--- config.mk ---
export PLATFORM = sky130hd
export DESIGN_NAME = ahbl_sram16_ctrl
export DESIGN_NICKNAME = d
export VERILOG_FILES = /design/src/rtl/ahbl_sram16_ctrl.sv
export SDC_FILE = /design/constraint.sdc
export NUM_CORES = 1
export LEC_CHECK = 0
export CAP_MARGIN = 20
export CORE_UTILIZATION = 39
export DETAILED_ROUTE_END_ITERATION = 10
export HOLD_SLACK_MARGIN = 0.03
export PLACE_DENSITY = 0.91
export SYNTH_ARGS = -nofsm -noshare
export SYNTH_HDL_FRONTEND = slang
export SYNTH_SLANG_ARGS = --single-unit
--- constraint.sdc ---
create_clock -name clk -period 3.1 [get_ports clk]
set_input_delay 0.465 -clock clk [delete_from_list [all_inputs] [get_ports clk]]
set_output_delay 0.465 -clock clk [all_outputs]
set_load 0.005 [all_outputs]
--- src/rtl/ahbl_sram16_ctrl.sv ---
// rtl/ahbl_sram16_ctrl.sv - AHB-Lite slave bridging the 32-bit bus onto a 16-bit asynchronous SRAM
module ahbl_sram16_ctrl #(
   parameter int W_HADDR  = 32,
   parameter int W_SADDR  = 18,
   parameter int T_ACCESS = 1
) (
   input  logic               clk,
   input  logic               rst,
   input  logic               ahbls_hready,
   output logic               ahbls_hready_resp,
   output logic               ahbls_hresp,
   input  logic [W_HADDR-1:0] ahbls_haddr,
   input  logic               ahbls_hwrite,
   input  logic [1:0]         ahbls_htrans,
   input  logic [2:0]         ahbls_hsize,
   input  logic [2:0]         ahbls_hburst,
   input  logic [3:0]         ahbls_hprot,
   input  logic               ahbls_hmastlock,
   input  logic [31:0]        ahbls_hwdata,
   output logic [31:0]        ahbls_hrdata,
   output logic [W_SADDR-1:0] sram_addr,
   output logic [15:0]        sram_dq_out,
   output logic               sram_dq_oe,
   input  logic [15:0]        sram_dq_in,
   output logic               sram_ce_n,
   output logic               sram_oe_n,
   output logic               sram_we_n,
   output logic               sram_ub_n,
   output logic               sram_lb_n
);

   localparam logic [3:0] CNT_LOAD = 4'(T_ACCESS - 1);

   typedef enum logic [2:0] {
      IDLE, RD_LO, RD_HI, TURN, WR_LO, WR_LO_REC, WR_HI, WR_HI_REC
   } state_t;

   state_t             state_q;
   logic [3:0]         cnt_q;
   logic               word_q;
   logic [15:0]        lo_q;
   logic [W_SADDR-1:0] addr_q;
   logic               ce_n_q, oe_n_q, we_n_q, ub_n_q, lb_n_q, dq_oe_q;

   logic               strobe_done, rd_final, wr_final, final_cyc, start;
   logic               start_word, start_byte, start_ub_n, start_lb_n;
   logic [W_SADDR-1:0] start_addr;

   always_comb begin
      strobe_done       = (cnt_q == 4'd0);
      rd_final          = strobe_done && ((state_q == RD_LO && !word_q) || state_q == RD_HI);
      wr_final          = (state_q == WR_LO_REC && !word_q) || state_q == WR_HI_REC;
      final_cyc         = rd_final || wr_final;
      ahbls_hready_resp = (state_q == IDLE) || final_cyc;
      start             = ahbls_hready && ahbls_htrans[1] && ahbls_hready_resp;

      start_word = ahbls_hsize[2] | ahbls_hsize[1];
      start_byte = (ahbls_hsize == 3'd0);
      start_lb_n = start_byte & ahbls_haddr[0];
      start_ub_n = start_byte & ~ahbls_haddr[0];
      start_addr = ahbls_haddr[W_SADDR:1];
      if (start_word)
         start_addr[0] = 1'b0;

      // High half of a word read comes straight off the pads; low half was latched in RD_LO.
      ahbls_hrdata = 32'h0;
      if (rd_final)
         ahbls_hrdata = {sram_dq_in, (state_q == RD_HI) ? lo_q : sram_dq_in};
   end

   always_ff @(posedge clk) begin
      if (rst) begin
         state_q <= IDLE;
         cnt_q   <= 4'd0;
         word_q  <= 1'b0;
         lo_q    <= 16'h0;
         addr_q  <= '0;
         ce_n_q  <= 1'b1;
         oe_n_q  <= 1'b1;
         we_n_q  <= 1'b1;
         ub_n_q  <= 1'b1;
         lb_n_q  <= 1'b1;
         dq_oe_q <= 1'b0;
      end else if (start) begin
         word_q <= start_word;
         addr_q <= start_addr;
         ub_n_q <= start_ub_n;
         lb_n_q <= start_lb_n;
         cnt_q  <= CNT_LOAD;
         if (!ahbls_hwrite) begin
            state_q <= RD_LO;
            ce_n_q  <= 1'b0;
            oe_n_q  <= 1'b0;
            we_n_q  <= 1'b1;
            dq_oe_q <= 1'b0;
         end else if (rd_final) begin
            // Bus turnaround: let the SRAM release DQ before the pads drive it.
            state_q <= TURN;
            ce_n_q  <= 1'b1;
            oe_n_q  <= 1'b1;
            we_n_q  <= 1'b1;
            dq_oe_q <= 1'b0;
         end else begin
            state_q <= WR_LO;
            ce_n_q  <= 1'b0;
            oe_n_q  <= 1'b1;
            we_n_q  <= 1'b0;
            dq_oe_q <= 1'b1;
         end
      end else if (final_cyc) begin
         state_q <= IDLE;
         ce_n_q  <= 1'b1;
         oe_n_q  <= 1'b1;
         we_n_q  <= 1'b1;
         ub_n_q  <= 1'b1;
         lb_n_q  <= 1'b1;
         dq_oe_q <= 1'b0;
      end else begin
         case (state_q)
            RD_LO: begin
               if (!strobe_done) begin
                  cnt_q <= cnt_q - 4'd1;
               end else begin
                  lo_q      <= sram_dq_in;
                  state_q   <= RD_HI;
                  cnt_q     <= CNT_LOAD;
                  addr_q[0] <= 1'b1;
               end
            end
            RD_HI: cnt_q <= cnt_q - 4'd1;
            TURN: begin
               state_q <= WR_LO;
               cnt_q   <= CNT_LOAD;
               ce_n_q  <= 1'b0;
               we_n_q  <= 1'b0;
               dq_oe_q <= 1'b1;
            end
            WR_LO: begin
               if (!strobe_done) begin
                  cnt_q <= cnt_q - 4'd1;
               end else begin
                  state_q <= WR_LO_REC;
                  we_n_q  <= 1'b1;
               end
            end
            WR_LO_REC: begin
               state_q   <= WR_HI;
               cnt_q     <= CNT_LOAD;
               we_n_q    <= 1'b0;
               addr_q[0] <= 1'b1;
            end
            WR_HI: begin
               if (!strobe_done) begin
                  cnt_q <= cnt_q - 4'd1;
               end else begin
                  state_q <= WR_HI_REC;
                  we_n_q  <= 1'b1;
               end
            end
            default: ;
         endcase
      end
   end

   assign ahbls_hresp = 1'b0;
   assign sram_addr   = addr_q;
   assign sram_dq_out = addr_q[0] ? ahbls_hwdata[31:16] : ahbls_hwdata[15:0];
   assign sram_dq_oe  = dq_oe_q;
   assign sram_ce_n   = ce_n_q;
   assign sram_oe_n   = oe_n_q;
   assign sram_we_n   = we_n_q;
   assign sram_ub_n   = ub_n_q;
   assign sram_lb_n   = lb_n_q;

   logic unused_inputs;
   assign unused_inputs = ^{ahbls_hburst, ahbls_hprot, ahbls_hmastlock, ahbls_htrans[0],
                            ahbls_haddr[W_HADDR-1:W_SADDR+1]};

endmodule
* Yosys cells after proc, flatten, opt, wreduce, memory -nomap -nowiden
Cells that the tools add are included.
** Operators by class
- Add/sub/neg operators :: 1
- Eq/ne operators :: 14
- Multiplexer cells :: 38
- Bitwise gates (word level) :: 6
- Reductions and logical operators :: 27
** Operators by type and width (count)
- $mux W16 :: 2
- $mux W32 :: 1
- $mux W1 :: 22
- $mux W3 :: 7
- $pmux W4 S4 :: 1
- $pmux W3 S5 :: 1
- $eq A3 B3 Y1 const B :: 4
- $ne A4 B4 Y1 const B :: 3
- $mux W4 :: 2
- $reduce_and A4 Y1 :: 2
- $reduce_bool A4 Y1 :: 2
- $reduce_bool A7 Y1 :: 1
- $eq A3 B2 Y1 const B :: 2
- $logic_not A3 Y1 :: 2
- $reduce_and A3 Y1 :: 2
- $reduce_bool A3 Y1 :: 2
- $reduce_or A2 Y1 :: 3
- $logic_and A1 B1 Y1 :: 5
- $logic_not A4 Y1 :: 1
- $logic_or A1 B1 Y1 :: 4
- $ne A4 B1 Y1 const B :: 1
- $pmux W1 S2 :: 2
- $sub A4 B1 Y4 const B :: 1
- $eq A3 B1 Y1 const B :: 1
- other kinds (9) :: 12
** Word-level totals
- Flip-flop bits (word level) :: 48
- Input bits :: 97
- Output and inout port bits :: 74
- Word-level logic and storage cells :: 98

* Depth between registers and ports, before layout
- Depth after elaboration :: 9
- Depth in mapped cells :: 9
- Mapped depth without buffers :: 6

* Worst setup path before layout
Ideal clock, no wire load.
- Kind :: flip-flop to output port
- From :: register cnt_q[0]
- To :: output port ahbls_hrdata[21]
- Arrival time :: 1.841 ns
- Required time :: 2.635 ns
- Path slack :: 0.794 ns
- Stages on the path, launching flop included :: 8
- Path buffers :: 2
- Path through :: dfxtp_1 inv_1 ha_1 or3b_1 clkbuf_1 a211oi_1 clkbuf_1 and2_1
** Between the ends
- Word-level cells in the longest chain between the ends :: 3
** RTL lines
- from (decl) :: RTL line 39 : logic [3:0] cnt_q;
- from (signal assigned) :: RTL line 122 : cnt_q <= cnt_q - 4'd1;
- from (signal assigned) :: RTL line 130 : RD_HI: cnt_q <= cnt_q - 4'd1;
- from (signal assigned) :: RTL line 140 : cnt_q <= cnt_q - 4'd1;
- $logic_not A4 Y1 :: RTL line 50 : strobe_done = (cnt_q == 4'd0);
- $logic_and A1 B1 Y1 :: RTL line 51 : rd_final = strobe_done && ((state_q == RD_LO && !word_q) || state_q == RD_HI);
- $mux W32 :: RTL line 67 : if (rd_final)
- to (decl) :: RTL line 20 : output logic [31:0] ahbls_hrdata,
Every way passes these cells.

* Worst setup path in the final report
- From :: register cnt_q[0]
- To :: output port ahbls_hrdata[30]
The elaborated chain is that of the path after synthesis.

==> results.yml <==
run_status:
  outcome: "completed"
routing:
  vias: 3424
  drc: 0
  drt_wl_total_um: 9330
  wire_per_inst_um: 14.9
  drt_first_pass_iters: 5
  drt_iter0_drc: 230
  drtAntennaViolNets: 0
  viasPerCell: 5.45
power_and_ir_drop:
  ir_worst_vdd_uv: 244
  p_leak_nw: 1.72
  power_density_nw_per_um2: 362
  finalPower_mw: 1.68
critical_path:
  path_class: "flop to output port"
  startpoint_type: "flop"
  cp_max_fo: 17
  crit_family: "buffers and inverters"
  crit_chain: "inv_1 > ha_1 > or3b_1 > a211oi_1 > buf_4 > and2_1 > clkdlybuf4s50_1"
  max_stage_delay_ps: 500
  arrival_ps: 2450
  cp_slowest_cell: "clkdlybuf4s50_1"
  path_buf_inv: 3
  crit_path_end_kind: "output port"
  crit_required_ps: 2630
logic_synthesis:
  synthTopCellsByCount: "nand2_1, dfxtp_1, a21oi_1"
  synth_top_area_cell: "dfxtp_1"
  synth.cell_area_um2: 2970
  yosysWarningCount: 0
  synthCells: 391
  async_reset_ff_share_pct: 0
  synth.yosys.seq_area_share_pct: 32.4
  synth_top_area_share_pct: 32.4
  ys.flop_type: "dfxtp_1"
  synth_edf_count: 0
  syn_area_per_cell_um2: 7.59
  syn-num-nets: 490
  synth_seq_cells: 48
  yosysMostFrequentCell: "nand2_1"
  ys_types: 59
  synth_area_leaders: "dfxtp_1, nand2_1, a21oi_1"
sta:
  fin_worst_skew_ps: 3.68
  finalSetupTns_ps: 0
  setup_viol: 0
  tightest_slew_ps: 781
  slew_violations: 0
  min_period_ps: 2920
  rsz0062_at_grt: "no"
  clock.fmax_ghz: 0.343
  min_period_over_period_pct: 94.1
  slew_headroom_pct: 47.8
  layout_setup_ws_ps: 182
  hold_viol: 0
clocking:
  clk_path_buf_depth: 2
  cts_sinks: 48
  cts_tree: "built"
  cts-root-buf: "clkbuf_8"
  path_clk_slew_ps: 90
  cts_buffers: 5
  htree_levels: 2
  postCtsHoldBufs: 0
  clk_latency_ps: 300
placement:
  place_hpwl_um: 6810
  port_buffers: 147
  dp_cells: 619
  gp_routability_congestion: 0.893
  pre_cts_slack_ps: 316
floorplanning:
  die_h_um: 89.3
  die_x_um: 89.3
  start_util_pct: 40.7
  io_pins: 171
  core_region_area_um2: 7290
  fp-row-count: 31
  dieArea_um2: 7970
global_route:
  grt_max_degree: 35
  grtUsageTotal_pct: 22.8
  grt_pass1_wl_um: 14300
  grt_overflow: 0
  antenna_found_initial: 0
  grt_pass1_vias: 3186
job:
  cap_viol_max_count: 0
min_path:
  min_path_type: "flop to flop"
layout:
  nets: 628
  stdcell_count: 628
  drive_above_1_share_pct: 8.70
  n_antenna_cell: 0
  area_growth_pct: 55.7
[area by class of cell]
class	instances	area, um^2
Multi-Input combinational cell	305	1840
Clock inverter	1	8.76
Clock buffer	6	82.6
Sequential cell	48	961
Tap cell	99	124
Timing Repair Buffer	162	1580
Inverter	7	26.3
Fill cell	626	2670
[logic make-up (layout without fill, tap and decap cells)]
group / count (synthesis) / in the layout / synth area share, %
adders and majority gates: 2 / 2 / 0.843
and+or+nand+nor: 170 / 170 / 26.7
muxes: 36 / 36 / 12.8
AOI/OAI and AO/OA: 95 / 95 / 20.9
buffers and inverters: 38 / 176 / 5.94
xor gates and xnor gates: 1 / 1 / 0.295
other: 1 / 1 / 0.126
DFF: 48 / 48 / 32.4
[cell usage in the layout, fill, tap and decap left out, types with 3 or more instances in the layout]
cell type,n
o21ai_0,14
buf_4,15
a211oi_1,6
inv_1,7
o22ai_1,4
clkbuf_8,6
nor2_1,11
mux2_2,16
a21o_1,4
nand3_1,3
nand2_1,106
nand2b_1,6
and2_1,19
nand3b_1,3
dfxtp_1,48
mux2i_1,20
clkdlybuf4s50_1,147
or3_1,4
nor4_1,3
a21oi_1,40
[flip-flops by register name (all words and copies together), names as in the netlist]
name / cells
lo_q: 16
sram_lb_n: 1
cnt_q: 4
sram_ce_n: 1
sram_we_n: 1
sram_addr: 18
word_q: 1
sram_oe_n: 1
sram_ub_n: 1
state_q: 3
sram_dq_oe: 1
[tightest hold or removal path: stages, from the launching register on]
cell and delay (ps):
dfxtp_1 320, nand2_1 50, a21oi_1 50
[power breakdown]
group	switching (mW)	leakage [nW]	total, mW	internal, mW
clock	0.215	0.0473	0.394	0.178
combinational	0.254	1.29	0.600	0.346
sequential	0.0295	0.391	0.682	0.653
total	0.499	1.72	1.68	1.18
[metal layers]
metal | global-route usage, % | up-vias | part of all wire (%)
li1 | - | 1626 | -
met1 | 24.4 | 1579 | 38
met4 | 7.79 | 0 | 2.0
met3 | 7.11 | 25 | 11
met2 | 42.4 | 194 | 49
met5 | 0 | - | 0
[final timing paths]
kind / depth (start not counted) / slack [ps] / to / from
hold reg to reg: 2 / 460 / lo_q[11]$_SDFFE_PP0P_ / lo_q[11]$_SDFFE_PP0P_
hold / removal: 2 / 460 / lo_q[11]$_SDFFE_PP0P_ / lo_q[11]$_SDFFE_PP0P_
setup reg to reg: 7 / 710 / sram_addr[14]$_SDFFE_PP0P_ / cnt_q[0]$_SDFFE_PP0P_
setup / recovery: 7 / 180 / ahbls_hrdata[30] / cnt_q[0]$_SDFFE_PP0P_
[timing repair]
action                     CTS  global route
resized for setup            1             0
pin swaps                    0             1
setup endpoints to repair    1             3
setup buffers                0             2
[through the flow]
stage	hold WS, ps	utilization, %	instance area (um^2)
2_1_floorplan	437	-	2970
3_3_place_gp	441	61.9	4510
3_5_place_dp	451	61.9	4510
4_1_cts	463	63.2	4610
5_1_grt	479	63.4	4620
6_report	460	63.4	4620
Power figures use the tool's default switching activity.
